$ cat config.mk
export PLATFORM = sky130hd
export DESIGN_NAME = pixel_tx
export DESIGN_NICKNAME = d
export VERILOG_FILES = /design/src/rtl/pixel_tx_pkg.sv /design/src/rtl/pixel_tx_if.sv /design/src/rtl/pixel_tx_fifo.sv /design/src/rtl/pixel_tx.sv
export SDC_FILE = /design/constraint.sdc
export NUM_CORES = 1
export LEC_CHECK = 0
export ABC_AREA = 1
export CORE_MARGIN = 4
export CORE_UTILIZATION = 30
export CTS_BUF_LIST = sky130_fd_sc_hd__clkbuf_8
export DETAILED_ROUTE_END_ITERATION = 8
export PLACE_DENSITY = 0.51
export SLEW_MARGIN = 20
export SYNTH_ARGS = -nofsm -noshare
export SYNTH_HDL_FRONTEND = slang
export SYNTH_HIERARCHICAL = 1
export SYNTH_SLANG_ARGS = --single-unit
$ cat constraint.sdc
create_clock -name clk -period 2.25 [get_ports clk]
set_input_delay 0.3375 -clock clk [delete_from_list [all_inputs] [get_ports clk]]
set_output_delay 0.3375 -clock clk [all_outputs]
set_load 0.01 [all_outputs]
$ cat src/rtl/pixel_tx_pkg.sv
// Shared types and constants for the pixel transmitter: FSM state encoding and pixel width.
package npu_pkg;

  localparam int PIXEL_W = 8;

  typedef enum logic [1:0] {
    ST_IDLE,
    ST_ACTIVE,
    ST_BLANK,
    ST_DONE
  } pixel_tx_state_t;

  // A counter for 0..n-1 needs at least one bit even when n is 1.
  function automatic int clog2_min1(input int n);
    return (n <= 1) ? 1 : $clog2(n);
  endfunction

endpackage

$ cat src/rtl/pixel_tx_if.sv
// Source byte stream bundle: valid/data from the producer, ready from the buffer.
// Handshake: a byte moves on every rising clk edge where valid=1 and ready=1;
// data must be stable while valid=1, and ready never depends on valid.
interface pixel_tx_if;
  import npu_pkg::*;

  logic               valid;
  logic [PIXEL_W-1:0] data;
  logic               ready;

  modport master (output valid, output data, input ready);
  modport slave  (input valid, input data, output ready);

endinterface

$ cat src/rtl/pixel_tx_fifo.sv
// Synchronous single-clock source buffer (pixel_fifo) with full/empty/count.
// DEPTH must be a power of two, at least 2.
module pixel_fifo
  import npu_pkg::*;
#(
  parameter int DEPTH = 8
) (
  input  logic                   clk,
  input  logic                   reset,
  pixel_tx_if.slave              wr,
  input  logic                   i_pop,
  output logic [PIXEL_W-1:0]     o_data,
  output logic                   o_full,
  output logic                   o_empty,
  output logic [$clog2(DEPTH):0] o_count
);

  localparam int AW = $clog2(DEPTH);

  logic [PIXEL_W-1:0] r_mem [DEPTH];
  logic [AW-1:0]      r_wptr;
  logic [AW-1:0]      r_rptr;
  logic [AW:0]        r_count;
  logic               r_ready_en;
  logic               w_push;
  logic               w_pop;

  assign o_full   = (r_count == (AW+1)'(DEPTH));
  assign o_empty  = (r_count == '0);
  assign o_count  = r_count;
  assign o_data   = r_mem[r_rptr];
  // ready stays low through reset and rises on the first edge after release.
  assign wr.ready = r_ready_en && !o_full;
  assign w_push   = wr.valid && wr.ready;
  assign w_pop    = i_pop && !o_empty;

  always_ff @(posedge clk or negedge reset) begin
    if (!reset) begin
      r_wptr     <= '0;
      r_rptr     <= '0;
      r_count    <= '0;
      r_ready_en <= 1'b0;
    end else begin
      r_ready_en <= 1'b1;
      if (w_push) r_wptr <= r_wptr + AW'(1);
      if (w_pop)  r_rptr <= r_rptr + AW'(1);
      case ({w_push, w_pop})
        2'b10:   r_count <= r_count + (AW+1)'(1);
        2'b01:   r_count <= r_count - (AW+1)'(1);
        default: r_count <= r_count;
      endcase
    end
  end

  always_ff @(posedge clk) begin
    if (w_push) r_mem[r_wptr] <= wr.data;
  end

endmodule

$ cat src/rtl/pixel_tx.sv
// Frame transmitter: drains a source FIFO into WIDTH x HEIGHT lines with HBLANK idle cycles.
// Optional build macro PIXEL_TX_UNDERRUN_CNT_EN adds a saturating underrun_cnt output.
module pixel_tx
  import npu_pkg::*;
#(
  parameter int WIDTH      = 64,
  parameter int HEIGHT     = 64,
  parameter int HBLANK     = 4,
  parameter int FIFO_DEPTH = 8
) (
  input  logic               clk,
  input  logic               reset,
  input  logic               start,
  input  logic               src_valid,
  input  logic [PIXEL_W-1:0] src_data,
  output logic               src_ready,
  output logic               data_enable,
  output logic [PIXEL_W-1:0] data_in,
  output logic               line_start,
  output logic               frame_start,
  output logic               frame_done,
  output logic               busy,
  output logic               underrun
`ifdef PIXEL_TX_UNDERRUN_CNT_EN
  ,
  output logic [15:0]        underrun_cnt
`endif
);

  localparam int CW   = clog2_min1(WIDTH);
  localparam int RW   = clog2_min1(HEIGHT);
  localparam int BW   = clog2_min1(HBLANK);
  localparam int CNTW = $clog2(FIFO_DEPTH) + 1;

  pixel_tx_state_t    r_state;
  pixel_tx_state_t    w_state_nxt;
  logic [CW-1:0]      r_col;
  logic [CW-1:0]      w_col_nxt;
  logic [RW-1:0]      r_row;
  logic [RW-1:0]      w_row_nxt;
  logic [BW-1:0]      r_blank;
  logic [BW-1:0]      w_blank_nxt;
  logic               w_pop;
  logic               r_de;
  logic [PIXEL_W-1:0] r_data;
  logic               r_line_start;
  logic               r_frame_start;

  logic [PIXEL_W-1:0] w_fifo_data;
  logic               w_fifo_full;
  logic               w_fifo_empty;
  logic [CNTW-1:0]    w_fifo_count;

  pixel_tx_if w_src_if ();

  assign w_src_if.valid = src_valid;
  assign w_src_if.data  = src_data;
  assign src_ready      = w_src_if.ready;

  pixel_fifo #(
    .DEPTH (FIFO_DEPTH)
  ) u_fifo (
    .clk     (clk),
    .reset   (reset),
    .wr      (w_src_if),
    .i_pop   (w_pop),
    .o_data  (w_fifo_data),
    .o_full  (w_fifo_full),
    .o_empty (w_fifo_empty),
    .o_count (w_fifo_count)
  );

  always_comb begin
    w_state_nxt = r_state;
    w_col_nxt   = r_col;
    w_row_nxt   = r_row;
    w_blank_nxt = r_blank;
    w_pop       = 1'b0;
    case (r_state)
      ST_IDLE: begin
        if (start) w_state_nxt = ST_ACTIVE;
      end
      ST_ACTIVE: begin
        // An empty FIFO simply stalls the line; col holds so no pixel is skipped.
        if (!w_fifo_empty) begin
          w_pop = 1'b1;
          if (r_col == CW'(WIDTH - 1)) begin
            w_col_nxt   = '0;
            w_blank_nxt = '0;
            w_state_nxt = ST_BLANK;
          end else begin
            w_col_nxt = r_col + CW'(1);
          end
        end
      end
      ST_BLANK: begin
        if (r_blank == BW'(HBLANK - 1)) begin
          if (r_row == RW'(HEIGHT - 1)) begin
            w_state_nxt = ST_DONE;
          end else begin
            w_row_nxt   = r_row + RW'(1);
            w_state_nxt = ST_ACTIVE;
          end
        end else begin
          w_blank_nxt = r_blank + BW'(1);
        end
      end
      ST_DONE: begin
        w_state_nxt = ST_IDLE;
        w_row_nxt   = '0;
        w_col_nxt   = '0;
      end
      default: w_state_nxt = ST_IDLE;
    endcase
  end

  always_ff @(posedge clk or negedge reset) begin
    if (!reset) begin
      r_state       <= ST_IDLE;
      r_col         <= '0;
      r_row         <= '0;
      r_blank       <= '0;
      r_de          <= 1'b0;
      r_data        <= '0;
      r_line_start  <= 1'b0;
      r_frame_start <= 1'b0;
    end else begin
      r_state       <= w_state_nxt;
      r_col         <= w_col_nxt;
      r_row         <= w_row_nxt;
      r_blank       <= w_blank_nxt;
      r_de          <= w_pop;
      r_line_start  <= w_pop && (r_col == '0);
      r_frame_start <= w_pop && (r_col == '0) && (r_row == '0);
      if (w_pop) r_data <= w_fifo_data;
    end
  end

  assign data_enable = r_de;
  assign data_in     = r_data;
  assign line_start  = r_line_start;
  assign frame_start = r_frame_start;
  assign frame_done  = (r_state == ST_DONE);
  assign busy        = (r_state != ST_IDLE);
  assign underrun    = (r_state == ST_ACTIVE) && w_fifo_empty;

`ifdef PIXEL_TX_UNDERRUN_CNT_EN
  logic [15:0] r_underrun_cnt;

  always_ff @(posedge clk or negedge reset) begin
    if (!reset) begin
      r_underrun_cnt <= '0;
    end else if ((r_state == ST_IDLE) && start) begin
      r_underrun_cnt <= '0;
    end else if (underrun && (r_underrun_cnt != 16'hFFFF)) begin
      r_underrun_cnt <= r_underrun_cnt + 16'd1;
    end
  end

  assign underrun_cnt = r_underrun_cnt;
`endif

  a_ready_not_full: assert property (@(posedge clk) disable iff (!reset)
    !(w_src_if.ready && w_fifo_full));
  a_count_bound: assert property (@(posedge clk) disable iff (!reset)
    w_fifo_count <= CNTW'(FIFO_DEPTH));
  a_col_bound: assert property (@(posedge clk) disable iff (!reset)
    r_col <= CW'(WIDTH - 1));

endmodule

* Word-level counts from Yosys, hierarchy flattened
Memory sizes are Yosys's and may differ from the RTL's. A register that Yosys moved wholly into a read port is not among the register bits.
Index checks and enable logic that the tools add are counted.
** Word-level totals
- Word-level logic and storage cells :: 77
- Memories :: 1
- Output and inout port bits :: 15
- RAM bits :: 64
- Register bits after elaboration :: 30
** Cells by class
- Add/sub/neg operators :: 7
- Reduce and logical (&&, ||, !) cells :: 22
- Mux-type cells :: 21
- Eq/ne operators :: 15
** Memory list
- u_fifo.r_mem :: depth 8, width 8, rd ports 1, clocked after memory_dff 1, wr ports 1, RTL line pixel_tx_fifo.sv:20 : logic [PIXEL_W-1:0] r_mem [DEPTH];
** Operators by type and width (count)
- $mux W6 :: 4
- $pmux W6 S2 :: 2
- $mux W2 :: 8
- $add A6 B1 Y6 const B :: 2
- $eq A6 B6 Y1 const B :: 2
- $logic_not A6 Y1 :: 2
- $ne A2 B2 Y1 const B :: 6
- $reduce_bool A2 Y1 :: 5
- $eq A2 B2 Y1 const B :: 4
- $pmux W2 S4 :: 1
- $pmux W4 S2 :: 1
- $reduce_and A4 Y1 :: 2
- $add A3 B1 Y3 const B :: 2
- $logic_and A1 B1 Y1 :: 6
- $add A4 B1 Y4 const B :: 1
- $eq A2 B1 Y1 const B :: 2
- $eq A4 B4 Y1 const B :: 1
- $logic_not A4 Y1 :: 1
- $mux W1 :: 4
- $pmux W2 S2 :: 1
- $sub A4 B1 Y4 const B :: 1
- $logic_not A1 Y1 :: 3
- $reduce_and A3 Y1 :: 1
- $add A2 B1 Y2 const B :: 1
- other kinds (2) :: 2

* Depth between registers and ports, before layout
- Word-level depth :: 6
- Mapped depth :: 17

* Cells and area by module
The synthesis kept the hierarchy.
** By module, submodules not included
- pixel_fifo :: area each 3438.3 um^2, times used 1, cells an instance 365, sequential area each 2197.1 um^2
- pixel_tx :: area each 1343.8 um^2, times used 1, cells an instance 165, sequential area each 675.6 um^2

* Worst setup path after synthesis
Ideal clock, no wire load.
- Path type :: reg2reg
- Start point :: register u_fifo.r_count[1] (netlist: u_fifo/o_count[1])
- End point :: register u_fifo.r_count[3] (netlist: u_fifo/o_count[3])
- Stages on the path, launching flop included :: 17
- Arrival :: 2.240 ns
- Library setup time :: 0.117 ns
- Path slack :: -0.108 ns
- Path through :: dfrtp_1 nor2_1 nand3_1 inv_1 inv_1 nand2_2 inv_2 buf_6 nand2_1 inv_1 ha_1 ha_1 or2_2 nand2_1 nand2_1 nand3_1 nand2_1
** On the way
- Longest elaborated chain between the ends :: 6
- Elaborated cells on any way between the ends :: 15
** Ends and longest elaborated chain
- from (decl) :: RTL line pixel_tx_fifo.sv:23 : logic [AW:0] r_count;
- from (signal assigned) :: RTL line pixel_tx_fifo.sv:48 : 2'b10: r_count <= r_count + (AW+1)'(1);
- from (signal assigned) :: RTL line pixel_tx_fifo.sv:49 : 2'b01: r_count <= r_count - (AW+1)'(1);
- from (signal assigned) :: RTL line pixel_tx_fifo.sv:50 : default: r_count <= r_count;
- $logic_not A4 Y1 (*) :: RTL line pixel_tx_fifo.sv:29 : assign o_empty = (r_count == '0);
- named net w_fifo_empty :: RTL line pixel_tx.sv:51 : logic w_fifo_empty;
- $mux W1 (*) :: RTL line pixel_tx.sv:85 : if (!w_fifo_empty) begin
- $mux W1 (*) :: RTL line pixel_tx.sv:79 : case (r_state)
- named net w_pop :: RTL line pixel_tx.sv:43 : logic w_pop;
- $logic_and A1 B1 Y1 (*) :: RTL line pixel_tx_fifo.sv:35 : assign w_pop = i_pop && !o_empty;
- named net u_fifo.w_pop :: RTL line pixel_tx_fifo.sv:26 : logic w_pop;
- $eq A2 B1 Y1 or $eq A2 B2 Y1 (tied branches) :: RTL line pixel_tx_fifo.sv:47 : case ({w_push, w_pop})
- $pmux W4 S2 or $reduce_bool A2 Y1 (tied branches)
The timed path passes the listed nets; every way through them passes the cells marked *.
A chain may end at the register's enable or synchronous reset.

* Final worst setup path
- Start point :: register u_fifo.r_count[1] (netlist: u_fifo/o_count[1])
- End point :: output src_ready
** On the way
- Longest elaborated chain between the ends :: 3
** Ends and longest elaborated chain
- $eq A4 B4 Y1 :: RTL line pixel_tx_fifo.sv:28 : assign o_full = (r_count == (AW+1)'(DEPTH));
- named net w_fifo_full :: RTL line pixel_tx.sv:50 : logic w_fifo_full;
- $logic_not A1 Y1 :: RTL line pixel_tx_fifo.sv:33 : assign wr.ready = r_ready_en && !o_full;
- $logic_and A1 B1 Y1 :: RTL line pixel_tx_fifo.sv:33
- to (decl) :: RTL line pixel_tx.sv:16 : output logic src_ready,
The timed path passes the listed nets, and every way through them passes these cells.

==> results.md <==
* Layout net count at 597
* Tmin final at 2.10 ns
* Synth Register Bits at 102
* Worst-path fanout max at 6
* Worst-margin pin slew at 0.600 ns
* Seq/Total Area, Yosys at 60.1%
* Commonest non-fill, non-tap cell in the layout: nand2_1
* Critical path origin: u_fifo/o_count[1]
* Number of routed nets with antenna violations at 0
* Crit path kind: reg -> out
* CP Launch Type: flip-flop
* Clock share of power at 17.4%
* Tot Pwr at 0.00686 W
* Worst skew pair latency at 0.37 ns
* Syn Area/Cell at 9.02 um^2
* Peak VDD IR at 367 uV
* Final period utilization at 93.5%
* Starting Density at 31.0%
* Fin cells at 790
* Drt total wl at 9590 um
* Total congestion overflow at 0
* Combinational Power Share at 43.5%
* Slew headroom at 60.0%
* Hold path start: data_in[2]
* Initial antenna violation count at 0
* Die Y at 134 um
* DR vias at 3320
* # port buffers at 26
* Number of distinct library cells after synthesis at 29
* Final HPWL DP at 6480 um
* Worst R2R Start: u_fifo/o_count[1]
* Placed cells at 771
* Synth Warn # at 6
* DR DRC count at 0
* Max Fclk at 0.476 GHz
* CTS tree: built
* Crit path capture type: output pin
* Setup TNS at 0 ns
* Core area at 0.0154 mm^2
* Post-DR vias/cell at 4.20
* Ant diodes at 0
* Arrival time of the worst setup path at 1.77 ns
* Total track usage at 11.5%
* H-tree levels at 3
* Static leakage at 2.53 nW
* Synthesized instance count at 530
* Int Pwr at 0.00412 W
* Final Hold Fails at 0
* Detailed Route Iter0 Violations at 214
* RSZ-0062 raised after global routing: false
* Clk buf depth at 2
* WL/cell at 12.1 um
* Most frequent cells in the layout: nand2_1 (183), nor2_1 (81), inv_1 (64), edfxtp_1 (64), dfrtp_1 (37)
* Vias in the first global route at 3321
* Pwr Density at 1220 mW/mm^2
* HP Class: reg -> reg
* First-pass GRT wire length at 16300 um
* Max cap viols at 0
* Clock slew at reported path FFs at 0.10 ns
* Max Clock Skew at 0.0144 ns
* Die width at 134 um
* Crit-path max cell delay at 0.47 ns
* Top delay family on crit path: buffers and inverters
* Smallest hold slack at 0.490 ns
* Mapped Area at 0.00478 mm^2
* Share of cells above drive strength 1 at 9.67%
* Flop pwr share at 39.1%
* Final setup viols at 0
* Placer Congestion at 0.819
* Row cnt at 45
* Synthesis-to-finish area growth at 17.5%
* I/O pin total at 27
* WP buf/inv at 3
* CP Cell Sequence: nor2_2 -> buf_4 -> nand3_2 -> inv_1 -> nor2_1 -> clkdlybuf4s50_1
* Sw Share at 40.0%
* P_sw at 0.00274 W
* TritonCTS Buffers at 9
* Worst endpoint required time at 1.91 ns
* Crit path max-delay cell type: clkdlybuf4s50_1
* Reg2reg setup slack at 0.19 ns
* Root Driver: clkbuf_8
* Outcome: finished, final reports clean
* Syn_nets at 553
* Largest net degree at the start of global routing at 28
* Num Clock Sinks at 102
* Die area at 0.0180 mm^2
* Fin. max-slew vios at 0
* First-pass detailed-route iteration total at 4
==> what timing repair did <==
item	CTS	global route
hold buffers	1	0
buffers inserted	0	2
pin swaps	0	1
hold endpoints to repair	26	0
resized for setup	1	4
endpoints found under the setup margin	1	2
==> registers in the layout (all words and copies together) (netlist names) <==
name	flops
line_start	1
frame_start	1
r_blank	2
data_enable	1
u_fifo/r_mem	64
r_state	2
data_in	8
r_col	6
u_fifo/r_ready_en	1
u_fifo/r_rptr	3
u_fifo/r_wptr	3
r_row	6
u_fifo/o_count	4
==> synthesized netlist by cell type <==
library cell	count	share of area, %
nand2_1	184	14
nor2_1	82	6.4
inv_1	66	5.2
edfxtp_1	64	40
dfrtp_1	38	20
nand3_1	17	1.8
o21ai_0	14	1.5
ha_1	10	2.6
buf_2	6	0.63
nand4_1	6	0.79
xnor2_1	6	1.1
nor3_1	5	0.52
buf_6	4	0.94
inv_2	4	0.31
o21ai_1	4	0.42
xor2_1	3	0.55
a21oi_1	2	0.21
buf_4	2	0.31
nand2_2	2	0.26
nand3_2	2	0.42
a21oi_2	1	0.18
and2_1	1	0.13
clkbuf_1	1	0.078
conb_1	1	0.078
fa_1	1	0.42
nand3b_1	1	0.16
nor2_2	1	0.13
nor2_4	1	0.24
or2_2	1	0.13
==> worst paths after layout <==
check	endpoint	depth (start not counted)
min in group asynchronous	line_start	2
worst min register to register	data_in[2]	2
worst max register to register	u_fifo/o_count[3]	15
worst min-delay path	data_in[2]	2
max in group asynchronous	u_fifo/r_wptr[2]	3
worst max-delay path	src_ready	6
==> power by group through the flow <==
stage               sequential (W)  clock (W)  combinational (W)
global placement           0.00272          0            0.00290
detailed placement         0.00273          0            0.00296
global route               0.00274    0.00132            0.00346
floorplan                  0.00266          0            0.00213
CTS                        0.00269    0.00124            0.00296
finish                     0.00269    0.00119            0.00299
==> per-stage QoR <==
step / instance area, um^2 / worst slack [ns] / util [%]
after floorplan: 4810 / 0.0479 / -
after global placement: 5380 / 0.150 / 34.9
after detailed placement: 5380 / 0.108 / 34.9
after CTS: 5590 / 0.0860 / 36.3
after global routing: 5620 / 0.0164 / 36.4
final: 5620 / 0.147 / 36.4
==> final cells by class <==
class / instances / area [um^2]
clock buffer: 9 / 124
clock inverter: 7 / 81.3
fill: 1568 / 9810
inverter: 70 / 263
multi-input combinational: 345 / 1590
sequential: 102 / 2870
tap: 211 / 264
timing repair buffer: 46 / 419
==> metal layers <==
layer / wire length [um] / vias up / share of wire, % / track usage, %
li1: - / 1733 / - / -
met1: 4630 / 1533 / 48 / 15.3
met3: 350 / 6 / 3.6 / 2.33
met5: 0 / - / 0 / 0
met2: 4490 / 48 / 47 / 18.4
met4: 128 / 0 / 1.3 / 4.75
==> tightest hold or removal path, stage by stage (launching register included) <==
cell and delay, ns:
dfrtp_1 0.36, nand2_1 0.05, nand2_1 0.05
==> kinds of logic after synthesis <==
group           Yosys count  share of synthesized area, %
fa+ha+maj                11                          3.04
flops                   102                          60.1
xor+xnor                  9                          1.65
other cells               1                        0.0784
buf+inv                  83                          7.46
compound gates           21                          2.28
simple gates            303                          25.4
No activity file was read; power rests on OpenSTA's default activity.
